===== config.mk =====
export PLATFORM = sky130hd
export DESIGN_NAME = uart_tx_fifo
export DESIGN_NICKNAME = d
export VERILOG_FILES = /design/src/rtl/uart_pkg.sv /design/src/rtl/uart_fifo.sv /design/src/rtl/uart_tx_fifo.sv
export SDC_FILE = /design/constraint.sdc
export NUM_CORES = 1
export LEC_CHECK = 0
export CAP_MARGIN = 10
export CELL_PAD_IN_SITES_DETAIL_PLACEMENT = 2
export CELL_PAD_IN_SITES_GLOBAL_PLACEMENT = 2
export CORE_UTILIZATION = 48
export DETAILED_ROUTE_END_ITERATION = 16
export PLACE_DENSITY_LB_ADDON = 0.25
export SLEW_MARGIN = 10
export SYNTH_ARGS = -nofsm -noshare
export SYNTH_HDL_FRONTEND = slang
export SYNTH_HIERARCHICAL = 1
export SYNTH_SLANG_ARGS = --single-unit

===== constraint.sdc =====
create_clock -name clk -period 3.1 [get_ports clk]
set_input_delay 0.775 -clock clk [delete_from_list [all_inputs] [get_ports clk]]
set_output_delay 0.775 -clock clk [all_outputs]
set_load 0.01 [all_outputs]

===== src/rtl/uart_pkg.sv =====
// Shared definitions for the UART transmit FIFO: drain-state encoding and default depth.
package uart_pkg;

    localparam int UART_FIFO_DEPTH = 16;

    typedef enum logic [1:0] {
        ST_IDLE = 2'd0,
        ST_SEND = 2'd1,
        ST_BUSY = 2'd2
    } drain_state_t;

endpackage


===== src/rtl/uart_fifo.sv =====
// Byte FIFO with registered full/empty/level; storage itself is never reset.
module uart_fifo
    import uart_pkg::*;
#(
    parameter int DEPTH = UART_FIFO_DEPTH,
    parameter int LW    = $clog2(DEPTH) + 1
) (
    input  logic          clk,
    input  logic          rst,
    input  logic          flush,
    input  logic          wr,
    input  logic [7:0]    wdata,
    input  logic          rd,
    output logic [7:0]    rdata,
    output logic          full,
    output logic          empty,
    output logic [LW-1:0] level,
    output logic          wr_drop
);

    localparam int AW = $clog2(DEPTH);

    logic [7:0]    mem [DEPTH];
    logic [AW-1:0] wptr_q;
    logic [AW-1:0] rptr_q;
    logic [LW-1:0] level_q;
    logic [LW-1:0] level_n;
    logic          full_q;
    logic          empty_q;
    logic          push;
    logic          pop;

    // full is the pre-edge flag, so a write while full is rejected even if a pop frees a slot
    assign push    = wr && !full_q && !flush;
    assign pop     = rd && !empty_q && !flush;
    assign wr_drop = wr && full_q && !flush;

    always_comb begin
        level_n = level_q;
        if (push && !pop) begin
            level_n = level_q + LW'(1);
        end else if (pop && !push) begin
            level_n = level_q - LW'(1);
        end
    end

    always_ff @(posedge clk or negedge rst) begin
        if (!rst) begin
            wptr_q  <= '0;
            rptr_q  <= '0;
            level_q <= '0;
            full_q  <= 1'b0;
            empty_q <= 1'b1;
        end else if (flush) begin
            wptr_q  <= '0;
            rptr_q  <= '0;
            level_q <= '0;
            full_q  <= 1'b0;
            empty_q <= 1'b1;
        end else begin
            if (push) begin
                wptr_q <= wptr_q + 1'b1;
            end
            if (pop) begin
                rptr_q <= rptr_q + 1'b1;
            end
            level_q <= level_n;
            full_q  <= (level_n == LW'(DEPTH));
            empty_q <= (level_n == '0);
        end
    end

    always_ff @(posedge clk) begin
        if (push) begin
            mem[wptr_q] <= wdata;
        end
    end

    assign rdata = mem[rptr_q];
    assign full  = full_q;
    assign empty = empty_q;
    assign level = level_q;

endmodule


===== src/rtl/uart_tx_fifo.sv =====
// Transmit FIFO plus drain FSM that hands one byte at a time to a UART transmitter.
module uart_tx_fifo
    import uart_pkg::*;
#(
    parameter int DEPTH = UART_FIFO_DEPTH,
    parameter int LW    = $clog2(DEPTH) + 1
) (
    input  logic          clk,
    input  logic          rst,
    input  logic          wr,
    input  logic [7:0]    wdata,
    input  logic          flush,
    output logic          full,
    output logic          empty,
    output logic [LW-1:0] level,
    output logic          ovf,
    output logic          tx_start,
    output logic [7:0]    tx_data,
    input  logic          tx_rdy
);

    drain_state_t state_q;
    drain_state_t state_n;
    logic         pop;
    logic         start_n;
    logic [7:0]   head;
    logic         wr_drop;
    logic         ovf_q;
    logic         tx_start_q;
    logic [7:0]   tx_data_q;

    uart_fifo #(
        .DEPTH (DEPTH),
        .LW    (LW)
    ) u_fifo (
        .clk     (clk),
        .rst     (rst),
        .flush   (flush),
        .wr      (wr),
        .wdata   (wdata),
        .rd      (pop),
        .rdata   (head),
        .full    (full),
        .empty   (empty),
        .level   (level),
        .wr_drop (wr_drop)
    );

    // No new byte is launched in a flush cycle; a transfer already under way runs to completion
    always_comb begin
        state_n = state_q;
        pop     = 1'b0;
        start_n = 1'b0;
        case (state_q)
            ST_IDLE: begin
                if (!empty && tx_rdy && !flush) begin
                    pop     = 1'b1;
                    start_n = 1'b1;
                    state_n = ST_SEND;
                end
            end
            ST_SEND: begin
                state_n = ST_BUSY;
            end
            ST_BUSY: begin
                if (tx_rdy) begin
                    state_n = ST_IDLE;
                end
            end
            default: begin
                state_n = ST_IDLE;
            end
        endcase
    end

    always_ff @(posedge clk or negedge rst) begin
        if (!rst) begin
            state_q    <= ST_IDLE;
            tx_start_q <= 1'b0;
            tx_data_q  <= 8'h00;
            ovf_q      <= 1'b0;
        end else begin
            state_q    <= state_n;
            tx_start_q <= start_n;
            if (pop) begin
                tx_data_q <= head;
            end
            if (flush) begin
                ovf_q <= 1'b0;
            end else if (wr_drop) begin
                ovf_q <= 1'b1;
            end
        end
    end

    assign ovf      = ovf_q;
    assign tx_start = tx_start_q;
    assign tx_data  = tx_data_q;

endmodule


==> results.md, run 1 <==
- Status: finished clean
- Area added between synthesis and finish: 17.9%
- Total congestion overflow: 0
- Crit. End Element: register
- Synth top area share: 0.600
- Core area: 12,800 um^2
- RSZ-0062 raised after global routing: false
- Port Buf Inserts: 29
- Vias in the first global route: 4,064
- Sink Count: 155
- Overall Power: 4.95 mW
- Synth Area per Inst: 16.5 um^2
- Hold crit path type: reg -> reg
- CP Cell Sequence: clkdlybuf4s50_1 > nand2b_1 > nor4_1 > and2_1
- Ys async rst share: 0.174
- Ant. Diodes: 0
- Setup violations, final: 0
- Dpl hpwl: 11.1 mm
- Rows: 41
- Post-synth top flop: edfxtp_1
- R2R cell count: 7
- Fin. Hold Viols: 0
- GR Util All Layers: 0.264
- Main area contributors after synthesis: edfxtp_1 60%, dfrtp_1 10%, mux4_2 5.6%
- Pwr Density: 655 nW/um^2
- Setup Buffers After CTS: 0
- Layout cells sized above 1: 0.189
- Routed WL per cell: 27.2 um
- Sequential share of power: 0.481
- Clock share of power: 0.447
- Antenna Nets Post-Route: 0
- Worst Tran Pin Value: 0.733 ns
- CP required: 3.16 ns
- Reg clk slew, reported paths: 0.06 ns
- Pre-Repair DR Iteration Count: 4
- Switching power total: 1.05 mW
- Syn_nets: 408
- Crit-path slowest cell: clkdlybuf4s50_1
- Area of the mapped netlist: 6410 um^2
- Total negative slack: 0 ns
- Die Wd: 118 um
- Yosys reg bits: 155
- P_int: 3.89 mW
- Critical Path Sink: u_fifo/mem[1][0]$_DFFE_PP_
- Total routed wirelength: 16.8 mm
- Ports: 30
- DR iter-0 viols: 309
- Synth area leader: edfxtp_1
- Switching Share: 0.213
- NumNets Final: 451
- Logic gate share of total power: 0.073
- Clk_lat worst skew: 0.42 ns
- TritonCTS Buffers: 17
- Reg-to-reg slack, setup: 0.68 ns
- Max VDD drop: 510 uV
- Final min period: 2.42 ns
- CTS tree: done
- Setup slack at placement: 0.271 ns
- Mapped Cells: 388
- Fillers: 1,098
- DRC viols: 0
- Hold buffers post-CTS: 0
- Pin count of the biggest net entering global routing: 29
- Max incr delay on CP: 0.52 ns
- H-tree depth: 4
- Crit path DAT: 2.48 ns
- Setup Skew: 0.00761 ns
- Cell variety after synth: 44
- Critical path peak fanout: 9
- Clk buf depth: 2
- Max_cap viols: 0
- Post-DR vias/cell: 5.93
- Fin crit share: 0.780
- Worst setup path start: wr
- First-pass GRT wire length: 25.9 mm
- Global placer's final weighted congestion: 0.817
- Clk root buf: clkbuf_16
- Register area share after synthesis: 0.706
- Antenna violations before repair: 0
- Max Slew Vio Count: 0
- Slew margin rel.: 0.510
- Ys Warns: 6
- Reg-to-reg critical path endpoint: tx_data[7]$_DFFE_PN0P_
- Startpoint types: input port
- FF-to-FF Start: u_fifo/rptr_q[0]$_DFFE_PN0P_
- Layout Cells excl Fill: 616
- Fmax achieved: 413 MHz
- Synth top cells by count: 128 x edfxtp_1, 26 x dfrtp_1, 26 x mux2i_1
- Count leader, synth: edfxtp_1
- Vias: 3,651
- Initial Util: 0.500
- PnR worst setup slack: 0.681 ns
- Dpl cells: 584
- Post-CTS sizing: 0
- WS Path Type: in -> reg
- Die Area: 13,800 um^2
- Leak: 2.53 nW
- Die H: 118 um
- Post-synth EDFFs: 128
## stage by stage
| stage | util | cell area, um^2 | hold WS, ns |
|---|---|---|---|
| final | 0.589 | 7560 | 0.498 |
| after global routing | 0.589 | 7560 | 0.551 |
| after CTS | 0.589 | 7560 | 0.505 |
| after detailed placement | 0.540 | 6930 | 0.492 |
| after global placement | 0.540 | 6930 | 0.482 |
| after floorplan | - | 6410 | 0.479 |
## routing by layer
metal / wire length [um] / vias to the layer above / global-route usage / share of wire
met1: 7120 / 1945 / 0.345 / 0.42
met5: 0 / - / 0 / 0
li1: - / 1596 / - / -
met3: 686 / 20 / 0.0533 / 0.041
met4: 238 / 0 / 0.0841 / 0.014
met2: 8710 / 90 / 0.443 / 0.52
## flip-flops by register name, summed over array words and instances, names as in the netlist, 2 cells and up
signal and count:
u_fifo/mem 128, u_fifo/rptr_q 4, state_q 2, u_fifo/level 5
u_fifo/wptr_q 4, tx_data 8
## critical path, delay by kind of cell
| family | cells | cell delay (ns) |
|---|---|---|
| simple gates | 3 | 1.17 |
| buf+inv | 1 | 0.52 |
## placed cells by master (no fill, tap or decap), types with 3 or more instances in the layout
cell type	instances
dfrtp_1	25
ha_1	7
nor3_1	5
clkbuf_16	17
nor4_1	3
mux4_2	16
clkinv_2	3
nor2b_1	3
a22oi_1	8
bufinv_16	4
nand2_1	20
nor2_1	15
inv_1	4
nand3_1	3
o21ai_0	18
clkdlybuf4s50_1	29
buf_4	13
and2_1	13
mux2i_1	26
clkinvlp_4	3
xor2_1	5
nand2b_1	7
mux2_2	16
xnor2_1	4
edfxtp_1	128
a221oi_1	8
a21oi_1	13
## power groups by stage
stage               Sequential [mW]  Combinational [mW]  Clock (mW)
floorplan                      2.42               0.129           0
global placement               2.41               0.333           0
detailed placement             2.42               0.357           0
CTS                            2.38               0.364        2.25
global route                   2.38               0.381        2.32
finish                         2.38               0.359        2.21
## cells by family after synthesis
group / Yosys count / share of synthesized area
buf+inv: 23 / 0.0182
mux: 58 / 0.125
flops: 155 / 0.706
fa+ha+maj: 7 / 0.0137
compound gates: 52 / 0.0508
simple gates: 83 / 0.0721
xor+xnor: 10 / 0.0148
## cell type report
cell class | count | area, um^2 | share of cell area
repair buffers | 43 | 408 | 0.0540
well taps | 172 | 215 | 0.0285
inverters | 4 | 15.0 | 0.00199
clock buffers | 21 | 460 | 0.0609
clock inverters | 11 | 166 | 0.0220
multi-input cells | 210 | 1770 | 0.234
flip-flops and latches | 155 | 4520 | 0.598
## worst min-delay path by stage
stage	endpoint	slack [ns]	cells past startpoint	startpoint
6_report	ovf$_DFFE_PN0P_	0.50	2	ovf$_DFFE_PN0P_
3_3_place_gp	ovf$_DFFE_PN0P_	0.48	2	ovf$_DFFE_PN0P_
5_1_grt	tx_data[3]$_DFFE_PN0P_	0.55	1	tx_data[3]$_DFFE_PN0P_
2_1_floorplan	ovf$_DFFE_PN0P_	0.48	0	rst
4_1_cts	ovf$_DFFE_PN0P_	0.50	2	ovf$_DFFE_PN0P_
3_5_place_dp	ovf$_DFFE_PN0P_	0.49	2	ovf$_DFFE_PN0P_
No activity file was read; power rests on OpenSTA's default activity.
==> run 2, diff against run 1 <==
--- a/config.mk
+++ b/config.mk
@@ -8,7 +8,7 @@
 export CAP_MARGIN = 10
 export CELL_PAD_IN_SITES_DETAIL_PLACEMENT = 2
 export CELL_PAD_IN_SITES_GLOBAL_PLACEMENT = 2
-export CORE_UTILIZATION = 48
+export CORE_UTILIZATION = 45
 export DETAILED_ROUTE_END_ITERATION = 16
 export PLACE_DENSITY_LB_ADDON = 0.25
 export SLEW_MARGIN = 10
==> constraint.sdc (replaced) <==
create_clock -name clk -period 2.32 [get_ports clk]
set_input_delay 0.58 -clock clk [delete_from_list [all_inputs] [get_ports clk]]
set_output_delay 0.58 -clock clk [all_outputs]
set_load 0.01 [all_outputs]
==> run 2 against run 1 <==
Net effect:
- worst hold slack gained 0.023 ns
- sequential power grew 34%
- register-to-register slack lost 0.64 ns
- non-clock buffer count grew 23
- first-iteration DRC count shrank 20%
- power grew 34%
- via count grew 3.2%
- design area grew 4.8%
- clock-buffer cell count shrank 4
==> results.md, run 2 (synthesis gave the netlist of run 1 again) <==
- Setup violations, final: 0 (unchanged)
- CTS tree: done (unchanged)
- Post-layout instance area: 7920 um^2 (was 7560 um^2)
- Dpl cells: 614 (was 584)
- WS Path Type: reg -> reg (was in -> reg)
- Post-DR vias/cell: 5.83 (was 5.93)
- Fmax achieved: 438 MHz
- NumNets Final: 474 (was 451)
- Slew margin rel.: 0.529 (was 0.510)
- Fin. Hold Viols: 0 (unchanged)
- First-pass GRT wire length: 26.9 mm (was 25.9 mm)
- Fin crit share: 0.983
- Post-placement cell area: 7260 um^2 (was 6930 um^2)
- Pwr Density: 836 nW/um^2 (was 655 nW/um^2)
- H-tree depth: 4 (unchanged)
- Final min period: 2.28 ns
- Ant. Diodes: 0 (unchanged)
- Layout Cells excl Fill: 647 (was 616)
- Global placer's final weighted congestion: 0.776 (was 0.817)
- Total congestion overflow: 0 (unchanged)
- Antenna violations before repair: 0 (unchanged)
- Ports: 30 (unchanged)
- Clk buf depth: 2 (unchanged)
- Clk_lat worst skew: 0.44 ns (was 0.42 ns)
- Vias: 3,769 (was 3,651)
- Hold buffers post-CTS: 0 (unchanged)
- Crit path DAT: 2.65 ns (was 2.48 ns)
- Die H: 121 um (was 118 um)
- Pre-Repair DR Iteration Count: 4 (unchanged)
- Max Slew Vio Count: 0 (unchanged)
- Layout cells sized above 1: 0.242 (was 0.189)
- Port Buf Inserts: 29 (unchanged)
- Crit path max-delay family: simple AND/OR/NAND/NOR gates (unchanged)
- Clk root buf: clkbuf_16 (unchanged)
- Sink Count: 155 (unchanged)
- Pin count of the biggest net entering global routing: 39 (was 29)
- Hold crit path type: reg -> reg (unchanged)
- Setup Skew: 0.0127 ns (was 0.00761 ns)
- Hold slack: 0.520 ns (was 0.498 ns)
- Status: finished clean (unchanged)
- Critical path peak fanout: 5 (was 9)
- Worst Tran Pin Value: 0.704 ns (was 0.733 ns)
- Crit. End Element: register (unchanged)
- Overall Power: 6.62 mW (was 4.95 mW)
- Total routed wirelength: 18.2 mm (was 16.8 mm)
- CP Cell Sequence: nand2b_4 > nor4_4 > buf_4 > buf_6 > nand2b_1 > nor3_2 > or3_2 > a21oi_4 > and3_1 (was clkdlybuf4s50_1 > nand2b_1 > nor4_1 > and2_1)
- Max_cap viols: 0 (unchanged)
- DR iter-0 viols: 246 (was 309)
- Total negative slack: 0 ns (unchanged)
- Startpoint types: register (was input port)
- Area added between synthesis and finish: 23.6% (was 17.9%)
- Core area: 13,900 um^2 (was 12,800 um^2)
- Rows: 43 (was 41)
- Crit-path slowest cell: dfstp_2 (was clkdlybuf4s50_1)
- RSZ-0062 raised after global routing: false (unchanged)
- Max FFs per register: 128 (unchanged)
- Worst path buffer plus inverter count: 2 (was 1)
- Reg clk slew, reported paths: 0.07 ns (was 0.06 ns)
- Initial Util: 0.462 (was 0.500)
- Most frequent cells in the layout: 128 x edfxtp_1, 27 x clkdlybuf4s50_1, 26 x mux2i_1 (was 128 x edfxtp_1, 29 x clkdlybuf4s50_1, 26 x mux2i_1)
- Largest Register: u_fifo/mem (unchanged)
- Die Wd: 121 um (was 118 um)
- Routed WL per cell: 28.2 um (was 27.2 um)
- Max incr delay on CP: 0.61 ns (was 0.52 ns)
- Dpl hpwl: 11.1 mm (about the same)
- Antenna Nets Post-Route: 0 (unchanged)
- DRC viols: 0 (unchanged)
- Die Area: 14,700 um^2 (was 13,800 um^2)
- TritonCTS Buffers: 17 (unchanged)
- Fillers: 1,201 (was 1,098)
- CP required: 2.69 ns (was 3.16 ns)
- Max VDD drop: 538 uV (was 510 uV)
- Leak: 2.71 nW (was 2.53 nW)
- Commonest non-fill, non-tap cell in the layout: edfxtp_1 (unchanged)
- GR Util All Layers: 0.267 (was 0.264)
- Vias in the first global route: 4,135 (was 4,064)
-- run 2: changes by cell type in the layout (fill, tap and decap cells not counted), sizes merged, moves of 2 or more --
| cell | previous run | this run |
|---|---|---|
| buf | 14 | 37 |
| bufinv | 4 | 2 |
| clkbuf | 21 | 17 |
| clkdlybuf4s50 | 29 | 27 |
| clkinvlp | 3 | 1 |
| dlymetal6s2s | 0 | 2 |
| inv | 5 | 12 |
-- run 2: worst register-to-register path: cells and delay by family (launching register included) --
kind | cells | cell delay (ns)
AND/OR/NAND/NOR | 6 | 1.17
AO/OA/AOI/OAI | 1 | 0.19
flip-flops | 1 | 0.61
buffers and inverters | 2 | 0.26
-- run 2: area by class of cell --
class                      instances  area (um^2)  share of cell area
clock buffer                      17          425              0.0537
sequential                       155         4520               0.571
clock inverter                    15          180              0.0227
timing repair buffer              66          739              0.0933
tap                              180          225              0.0284
multi-input combinational        210         1820               0.229
inverter                           4         15.0             0.00190
-- run 2: metrics by stage --
stage / setup WS [ns] / util
after global routing: 0.00421 / 0.571
after global placement: -0.239 / 0.523
final: 0.0393 / 0.571
after CTS: 0.0382 / 0.569
after floorplan: 0.102 / -
after detailed placement: -0.433 / 0.523
-- run 2: power by group --
group | total [mW] | leakage (nW) | internal, mW | switching [mW]
combinational | 0.508 | 0.905 | 0.261 | 0.247
sequential | 3.18 | 1.51 | 3.10 | 0.0789
clock | 2.93 | 0.296 | 1.63 | 1.30
-- run 2: timing repair --
| item | CTS | global route |
|---|---|---|
| pin swaps | 1 | 2 |
| setup endpoints to repair | 4 | 5 |
| cloned | 0 | 0 |
| setup buffers | 2 | 0 |
| resized for setup | 6 | 6 |
-- run 2: final timing paths --
| check | start | end | slack (ns) | cells past startpoint |
|---|---|---|---|---|
| min in group asynchronous | rst | u_fifo/rptr_q[3]$_DFFE_PN0P_ | 0.55 | 2 |
| worst min-delay path | tx_data[5]$_DFFE_PN0P_ | tx_data[5]$_DFFE_PN0P_ | 0.52 | 1 |
| worst max register to register | u_fifo/empty$_DFF_PN1_ | u_fifo/full$_DFF_PN0_ | 0.04 | 9 |
| max in group asynchronous | rst | u_fifo/empty$_DFF_PN1_ | 1.44 | 2 |
| worst min register to register | tx_data[5]$_DFFE_PN0P_ | tx_data[5]$_DFFE_PN0P_ | 0.52 | 1 |
| worst max-delay path | u_fifo/empty$_DFF_PN1_ | u_fifo/full$_DFF_PN0_ | 0.04 | 9 |
-- run 2: metal layers --
| metal | vias up | routed length, um | track usage |
|---|---|---|---|
| li1 | 1637 | - | - |
| met1 | 1989 | 7790 | 0.353 |
| met2 | 110 | 9360 | 0.439 |
| met3 | 33 | 654 | 0.0385 |
| met4 | 0 | 431 | 0.113 |
| met5 | - | 0 | 0 |
==> run 3, diff against run 2 <==
--- a/config.mk
+++ b/config.mk
@@ -9,9 +9,10 @@
 export CELL_PAD_IN_SITES_DETAIL_PLACEMENT = 2
 export CELL_PAD_IN_SITES_GLOBAL_PLACEMENT = 2
 export CORE_UTILIZATION = 45
+export CTS_BUF_LIST = sky130_fd_sc_hd__clkbuf_4 sky130_fd_sc_hd__clkbuf_8 sky130_fd_sc_hd__clkbuf_16
 export DETAILED_ROUTE_END_ITERATION = 16
 export PLACE_DENSITY_LB_ADDON = 0.25
-export SLEW_MARGIN = 10
+export SLEW_MARGIN = 5
 export SYNTH_ARGS = -nofsm -noshare
 export SYNTH_HDL_FRONTEND = slang
 export SYNTH_HIERARCHICAL = 1
==> results of run 3 <==
Final layout, timing and power as in run 2 (identical DEF).
